`src/rtl/pixel_reader_hwc.sv`:
```
// HWC image address walker: emits one buffer read address per beat
// Ports: clk, reset_n, start/mode/abort/ready in; valid/addr/row/col/ch/first/last/busy/done out
module pixel_reader_hwc #(
  parameter int IMG_W    = 96,
  parameter int IMG_H    = 96,
  parameter int CHANNELS = 1,
  parameter int ADDR_W   = (IMG_W * IMG_H * CHANNELS > 1)
                         ? $clog2(IMG_W * IMG_H * CHANNELS) : 1,
  localparam int RW = (IMG_H > 1) ? $clog2(IMG_H) : 1,
  localparam int CW = (IMG_W > 1) ? $clog2(IMG_W) : 1,
  localparam int HW = (CHANNELS > 1) ? $clog2(CHANNELS) : 1
) (
  input  logic              clk,
  input  logic              reset_n,
  input  logic              start,
  input  logic              mode,
  input  logic              abort,
  input  logic              ready,
  output logic              valid,
  output logic [ADDR_W-1:0] addr,
  output logic [RW-1:0]     row,
  output logic [CW-1:0]     col,
  output logic [HW-1:0]     ch,
  output logic              first,
  output logic              last,
  output logic              busy,
  output logic              done
);

  typedef enum logic {
    IDLE,
    STREAM
  } state_t;

  localparam logic [RW-1:0] R_MAX = RW'(IMG_H - 1);
  localparam logic [CW-1:0] C_MAX = CW'(IMG_W - 1);
  localparam logic [HW-1:0] H_MAX = HW'(CHANNELS - 1);
  localparam logic [ADDR_W-1:0] A_STEP = ADDR_W'(CHANNELS);

  state_t state_q, state_d;
  logic mode_q, mode_d;
  logic done_q, done_d;
  logic [RW-1:0] row_q, row_d;
  logic [CW-1:0] col_q, col_d;
  logic [HW-1:0] ch_q, ch_d;
  logic [ADDR_W-1:0] addr_q, addr_d;

  logic row_end, col_end, ch_end, at_last;

  assign row_end = (row_q == R_MAX);
  assign col_end = (col_q == C_MAX);
  assign ch_end  = (ch_q == H_MAX);
  assign at_last = row_end && col_end && ch_end;

  always_ff @(posedge clk or negedge reset_n) begin
    if (!reset_n) begin
      state_q <= IDLE;
      mode_q  <= 1'b0;
      done_q  <= 1'b0;
      row_q   <= '0;
      col_q   <= '0;
      ch_q    <= '0;
      addr_q  <= '0;
    end else begin
      state_q <= state_d;
      mode_q  <= mode_d;
      done_q  <= done_d;
      row_q   <= row_d;
      col_q   <= col_d;
      ch_q    <= ch_d;
      addr_q  <= addr_d;
    end
  end

  always_comb begin
    state_d = state_q;
    mode_d  = mode_q;
    done_d  = 1'b0;
    row_d   = row_q;
    col_d   = col_q;
    ch_d    = ch_q;
    addr_d  = addr_q;
    unique case (state_q)
      IDLE: begin
        if (start) begin
          state_d = STREAM;
          mode_d  = mode;
          row_d   = '0;
          col_d   = '0;
          ch_d    = '0;
          addr_d  = '0;
        end
      end
      STREAM: begin
        // completion outranks abort on the final beat
        if (ready && at_last) begin
          state_d = IDLE;
          done_d  = 1'b1;
          row_d   = '0;
          col_d   = '0;
          ch_d    = '0;
          addr_d  = '0;
        end else if (abort) begin
          state_d = IDLE;
          row_d   = '0;
          col_d   = '0;
          ch_d    = '0;
          addr_d  = '0;
        end else if (ready) begin
          unique case (1'b1)
            !mode_q: begin
              addr_d = addr_q + ADDR_W'(1);
              if (!ch_end) begin
                ch_d = ch_q + HW'(1);
              end else begin
                ch_d = '0;
                if (!col_end) begin
                  col_d = col_q + CW'(1);
                end else begin
                  col_d = '0;
                  row_d = row_q + RW'(1);
                end
              end
            end
            mode_q: begin
              if (!col_end) begin
                col_d  = col_q + CW'(1);
                addr_d = addr_q + A_STEP;
              end else if (!row_end) begin
                col_d  = '0;
                row_d  = row_q + RW'(1);
                addr_d = addr_q + A_STEP;
              end else begin
                // next plane starts at its channel offset
                col_d  = '0;
                row_d  = '0;
                ch_d   = ch_q + HW'(1);
                addr_d = ADDR_W'(ch_q) + ADDR_W'(1);
              end
            end
          endcase
        end
      end
    endcase
  end

  assign valid = (state_q == STREAM);
  assign busy  = valid;
  assign addr  = addr_q;
  assign row   = row_q;
  assign col   = col_q;
  assign ch    = ch_q;
  assign first = valid && (row_q == '0) && (col_q == '0) && (ch_q == '0);
  assign last  = valid && at_last;
  assign done  = done_q;

endmodule

```
`config.mk`:
```
export PLATFORM = sky130hd
export DESIGN_NAME = pixel_reader_hwc
export DESIGN_NICKNAME = d
export VERILOG_FILES = /design/src/rtl/pixel_reader_hwc.sv
export SDC_FILE = /design/constraint.sdc
export NUM_CORES = 1
export LEC_CHECK = 0
export ABC_AREA = 1
export BUFFER_PORTS_ARGS = -buffer_cell sky130_fd_sc_hd__buf_2
export CAP_MARGIN = 0
export CORE_ASPECT_RATIO = 1.25
export CORE_MARGIN = 2
export CORE_UTILIZATION = 52
export CTS_BUF_LIST = sky130_fd_sc_hd__clkbuf_2 sky130_fd_sc_hd__clkbuf_4 sky130_fd_sc_hd__clkbuf_8
export DETAILED_ROUTE_END_ITERATION = 10
export PLACE_DENSITY = 0.79
export SETUP_SLACK_MARGIN = 0.1
export SLEW_MARGIN = 5
export SYNTH_ARGS = -nofsm -noshare
export SYNTH_HDL_FRONTEND = slang
export SYNTH_SLANG_ARGS = --single-unit
```
`constraint.sdc`:
```
create_clock -name clk -period 1.55 [get_ports clk]
set_input_delay 0.155 -clock clk [delete_from_list [all_inputs] [get_ports clk]]
set_output_delay 0.155 -clock clk [all_outputs]
set_load 0.03 [all_outputs]
```
; ---- Word-level counts from Yosys, hierarchy flattened
; Cells that the tools add are included.
; Widths: inputs -> output; s select.
[word_totals]
in_bits = 6
elab_cells = 77
ff_bits = 32
out_inout_bits = 34
[classes]
add_sub_neg = 5
eq_ne = 8
n_mux = 40
n_bitwise = 2
reduce_logical = 15
[op_table]
columns = op, count
row1 = $mux 7, 13
row2 = $mux 14, 6
row3 = $pmux 14 s2, 2
row4 = $pmux 7 s2, 4
row5 = $add 14x1->14 const B, 1
row6 = $add 7x1->7 const B, 2
row7 = $eq 7x7->1 const B, 2
row8 = $logic_not 7->1, 2
row9 = $mux 1, 12
row10 = $ne 5x3->1 const B, 2
row11 = $ne 5x5->1 const B, 2
row12 = $logic_and 1x1->1, 7
row13 = $pmux 1 s2, 3
row14 = $reduce_and 5->1, 1
row15 = $ne 4x3->1 const B, 1
row16 = $reduce_and 2->1, 2
row17 = $reduce_and 4->1, 1
row18 = $reduce_and 3->1, 1
row19 = $add 1x1->2 const B, 1
row20 = $ne 2x2->1 const B, 1
row21 = $not 1->1, 2
row22 = $add 1x1->1 const B, 1
row23 = $logic_not 1->1, 1

; ---- Depth between registers and ports, before layout
[depth]
depth_word = 8
ltp_mapped = 12
mapped_depth_nobuf = 12

; ---- Worst setup path after synthesis
; OpenSTA, ideal clock, no wires.
[synth_timing]
path_kind = register -> output
startpoint = reg row_q[0] (netlist: row[0])
endpoint = out last
stages_incl_launch_ff = 8
t_arrival_ns = 2.210
required_ns = 1.395
n_path_buf = 0
path_slack_ns = -0.815
path_cell_list = dfrtp_1 -> ha_1 -> nand2_1 -> nor2_2 -> nand2_2 -> nor2_4 -> inv_1 -> nor4_1
[synth_via]
elab_chain_cells = 4
[synth_lines]
columns = element, line_no
row1 = "start, declared", 43  ; logic [RW-1:0] row_q, row_d;
row2 = "start signal, assigned", 68  ; row_q <= row_d;
row3 = $eq 7x7->1, 50  ; assign row_end = (row_q == R_MAX);
row4 = $logic_and 1x1->1 (2 in series), 53  ; assign at_last = row_end && col_end && ch_end;
row5 = $logic_and 1x1->1, 154  ; assign last = valid && at_last;
row6 = "end, declared", 25  ; output logic last,
; Every way passes these cells.

; ---- Final worst setup path
[layout_timing]
startpoint = reg row_q[0] (netlist: row[0])
endpoint = reg row_q[4] (netlist: row[4])
[layout_via]
elab_chain_cells = 8
word_cells_on_any_way = 19
cone_classes = 1 x add/sub / 5 x eq/ne / 9 x mux / 4 x reduce/logical
[layout_lines]
columns = element, line_no
row1 = $add 7x1->7 / $eq 7x7->1 (equally long branches), "121, 131, 50"
row2 = "$mux 7, on equally long branches", "129, 117"
row3 = "$mux 7, on equally long branches", "126, 113"
row4 = $pmux 7 s2, 110  ; unique case (1'b1)
row5 = $mux 7, 109  ; end else if (ready) begin
row6 = $mux 7, 103  ; end else if (abort) begin
row7 = $mux 7, 96  ; if (ready && at_last) begin
row8 = $pmux 7 s2, 83  ; unique case (state_q)
; Parallel ways exist; a longest one is shown, timed or not. The select of a mux whose other input is x is not followed.
; A chain may end at the register's enable or synchronous reset.

==> results.tsv <==
metric	value	unit
cts_htree_levels	2	
seq_area	810	um^2
cp_max_fo	5	
path_cells	ha_4 -> nand2_4 -> nor2_4 -> nand2_2 -> nor2_4 -> buf_6 -> nand3_4 -> nand2_4 -> inv_2 -> buf_4 -> nand3_1 -> o21ai_2	
finalInstanceArea	2980	um^2
grt_pass1_vias	2131	
cts_tree	done	
layout_common_cells	nand2_1, buf_4, buf_2	
violations	negative setup slack	
clock-root-buffer	clkbuf_8	
crit_path_start	row[0]	
cts_buffers	5	
wirelength	6410	um
min_to	mode_q	
synth_compound_area_share	6.75	%
drt_iter0_markers	152	
powerDensity	810	nW/um^2
power	0.00242	W
netlist_instances	275	
grt_max_degree	20	
finalHoldViolations	0	
yosys.cell_types.count	32	
multiInputGateArea	1260	um^2
initial_core_util	54.9	%
antenna_found_initial	0	
vias_per_cell	5.36	
setup_slack	-0.250	ns
cts.sinks	32	
placed_area	2610	um^2
port_buffers	39	
yosys.area.top_type	dfrtp_1	
whs	0.113	ns
setup_viol	31	
path_buf_inv	3	
crit_slowest_cell	dfrtp_2	
critical_path.top_delay_family	simple AND/OR/NAND/NOR gates	
reg2reg_slack	-0.25	ns
relSlewSlack	69.8	%
crit_arrival	1.98	ns
ys_warn_count	0	
cp_slowest_stage_delay	0.40	ns
synth_seq_area_share	38.3	%
rr_worst_depth	12	
synth_mux_area_share	0	%
p_leak	1.46	nW
drc	0	
clk_pin_slew	0.07	ns
synth_top_area_share	38.3	%
hpwl	3900	um
die-width	60.8	um
crit_required	1.73	ns
fill_cells	279	
finalSetupTns	-5.51	ns
synth_nets	286	
grt_pass1_wl	9460	um
die_area	4550	um^2
fin_skew	0.0101	ns
antenna-diode-count	0	
min_path_type	input pin to flip-flop	
die_y	74.9	um
min_from	mode	
drive_above_1_share	46.4	%
drv_cap	0	
ys_top_cells_by_area	dfrtp_1, nand2_1, inv_1	
rsz0062_at_grt	yes	
first_pass_iters	4	
setup.worst_path.end_class	flip-flop	
grt_use_total	28.2	%
core	3820	um^2
routabilityCongestion	0.871	
start_kind	flip-flop	
tightest_slew	0.452	ns
dpl_worst_slack	-0.107	ns
synthAdderAreaFrac	2.99	%
synthSimpleGateAreaFrac	37.1	%
min_period	1.80	ns
vias	2231	
synth-xor-area-share	5.44	%
wire_per_inst	15.4	um
yosys_register_bits	32	
syn_to_final_growth	42.6	%
final_max_slew_viol_count	0	
fin_crit_sh	116	%
fmax	0.555	GHz
critical_path_class	flip-flop to flip-flop	
cts_max_path_buffers	2	
synth_top_family_by_area	simple AND/OR/NAND/NOR gates	
overflow	0	
rr_startpoint	row[0]	
outcome	finished, violations left	
ioPinCount	40	
hold_depth	3	
avgSynthCellArea	7.61	um^2
final_common_cell	nand2_1	
r2r_end	row[4]	
nets	372	
ir_drop	607	uV
num_rows	25	
clk_latency	0.30	ns
ant_nets	0	
netlist_area	2090	um^2
==> Yosys cell counts <==
cell type   n
o21ai_0     5
nand2_2     6
nor2_1     27
nand2_1    67
buf_6       2
nand3_2     1
nor2_2     10
inv_2       5
nand2_4     1
or2_2       2
inv_6       1
buf_4       1
nand4_1     8
nand3_1    17
nor3_2      1
o21ai_1     7
nor2_8      1
nand3_4     3
o22ai_1     1
o21ai_2     5
buf_2       1
ha_1        5
nor3_1      7
dfrtp_1    32
a21oi_1     2
inv_1      36
nor2_4      1
o211ai_1    2
xor2_1     13
nor4_1      3
nand3b_1    1
a31oi_1     1
==> area by class of cell <==
class                           instances  share of cell area, %
Inverter                               42                   5.62
Timing Repair Buffer                   81                   18.3
Timing Repair inverter                  1                  0.210
Multi-Input combinational cell        198                   42.3
Tap cell                               54                   2.26
Sequential cell                        32                   27.1
Clock buffer                            7                   3.23
Clock inverter                          1                   1.01
==> worst max-delay path by stage <==
stage | endpoint | slack (ns) | depth (start not counted)
floorplan | row[2] | -0.16 | 11
global placement | last | -0.08 | 6
detailed placement | addr[7] | -0.11 | 9
CTS | last | -0.19 | 6
global route | row[4] | -0.33 | 12
finish | row[4] | -0.25 | 12
==> report_power, final <==
part           leakage, nW  total, W  internal, W  switching, W
sequential           0.429  0.000913     0.000870     0.0000427
clock               0.0645  0.000905     0.000567      0.000338
combinational        0.967  0.000600     0.000204      0.000396
total                 1.46   0.00242      0.00164      0.000776
==> worst reg2reg max path, delay by kind of cell, from the launching register on <==
kind / cells / cell delay, ns
adder cells (fa/ha/maj): 1 / 0.16
flip-flops: 1 / 0.40
AO/OA/AOI/OAI: 1 / 0.07
buffers and inverters: 3 / 0.33
AND/OR/NAND/NOR: 7 / 0.72
==> through the flow <==
step	instances	util, %
6_report	416	78.2
5_1_grt	416	78.2
3_3_place_gp	396	68.3
3_5_place_dp	396	68.3
4_1_cts	411	75.0
2_1_floorplan	275	-
==> cells by family (layout without fill, tap and decap cells) <==
logic type / count (synthesis) / in the layout
adder cells (fa/ha/maj): 5 / 5
AO/OA/AOI/OAI: 23 / 23
buffers and inverters: 46 / 132
flip-flops: 32 / 32
XOR/XNOR: 13 / 13
AND/OR/NAND/NOR: 156 / 157
==> metal layers <==
layer,vias up,routed length [um],track usage (%)
met5,-,0,0
li1,1045,-,-
met3,22,339,6.36
met1,1078,2500,32.0
met4,0,201,15.2
met2,86,3370,48.4
==> state kept, by name, indices dropped and copies added (netlist names) <==
| signal | cells |
|---|---|
| addr | 14 |
| mode_q | 1 |
| busy | 1 |
| ch | 1 |
| col | 7 |
| done | 1 |
| row | 7 |
==> what timing repair did <==
action	CTS	global route
pin swaps	4	10
resized for setup	25	28
buffers inserted	4	5
hold endpoints to repair	18	0
gates cloned	2	0
hold buffers	1	0
endpoints found under the setup margin	32	33
Note: power is estimated with default switching activity, not from simulation.
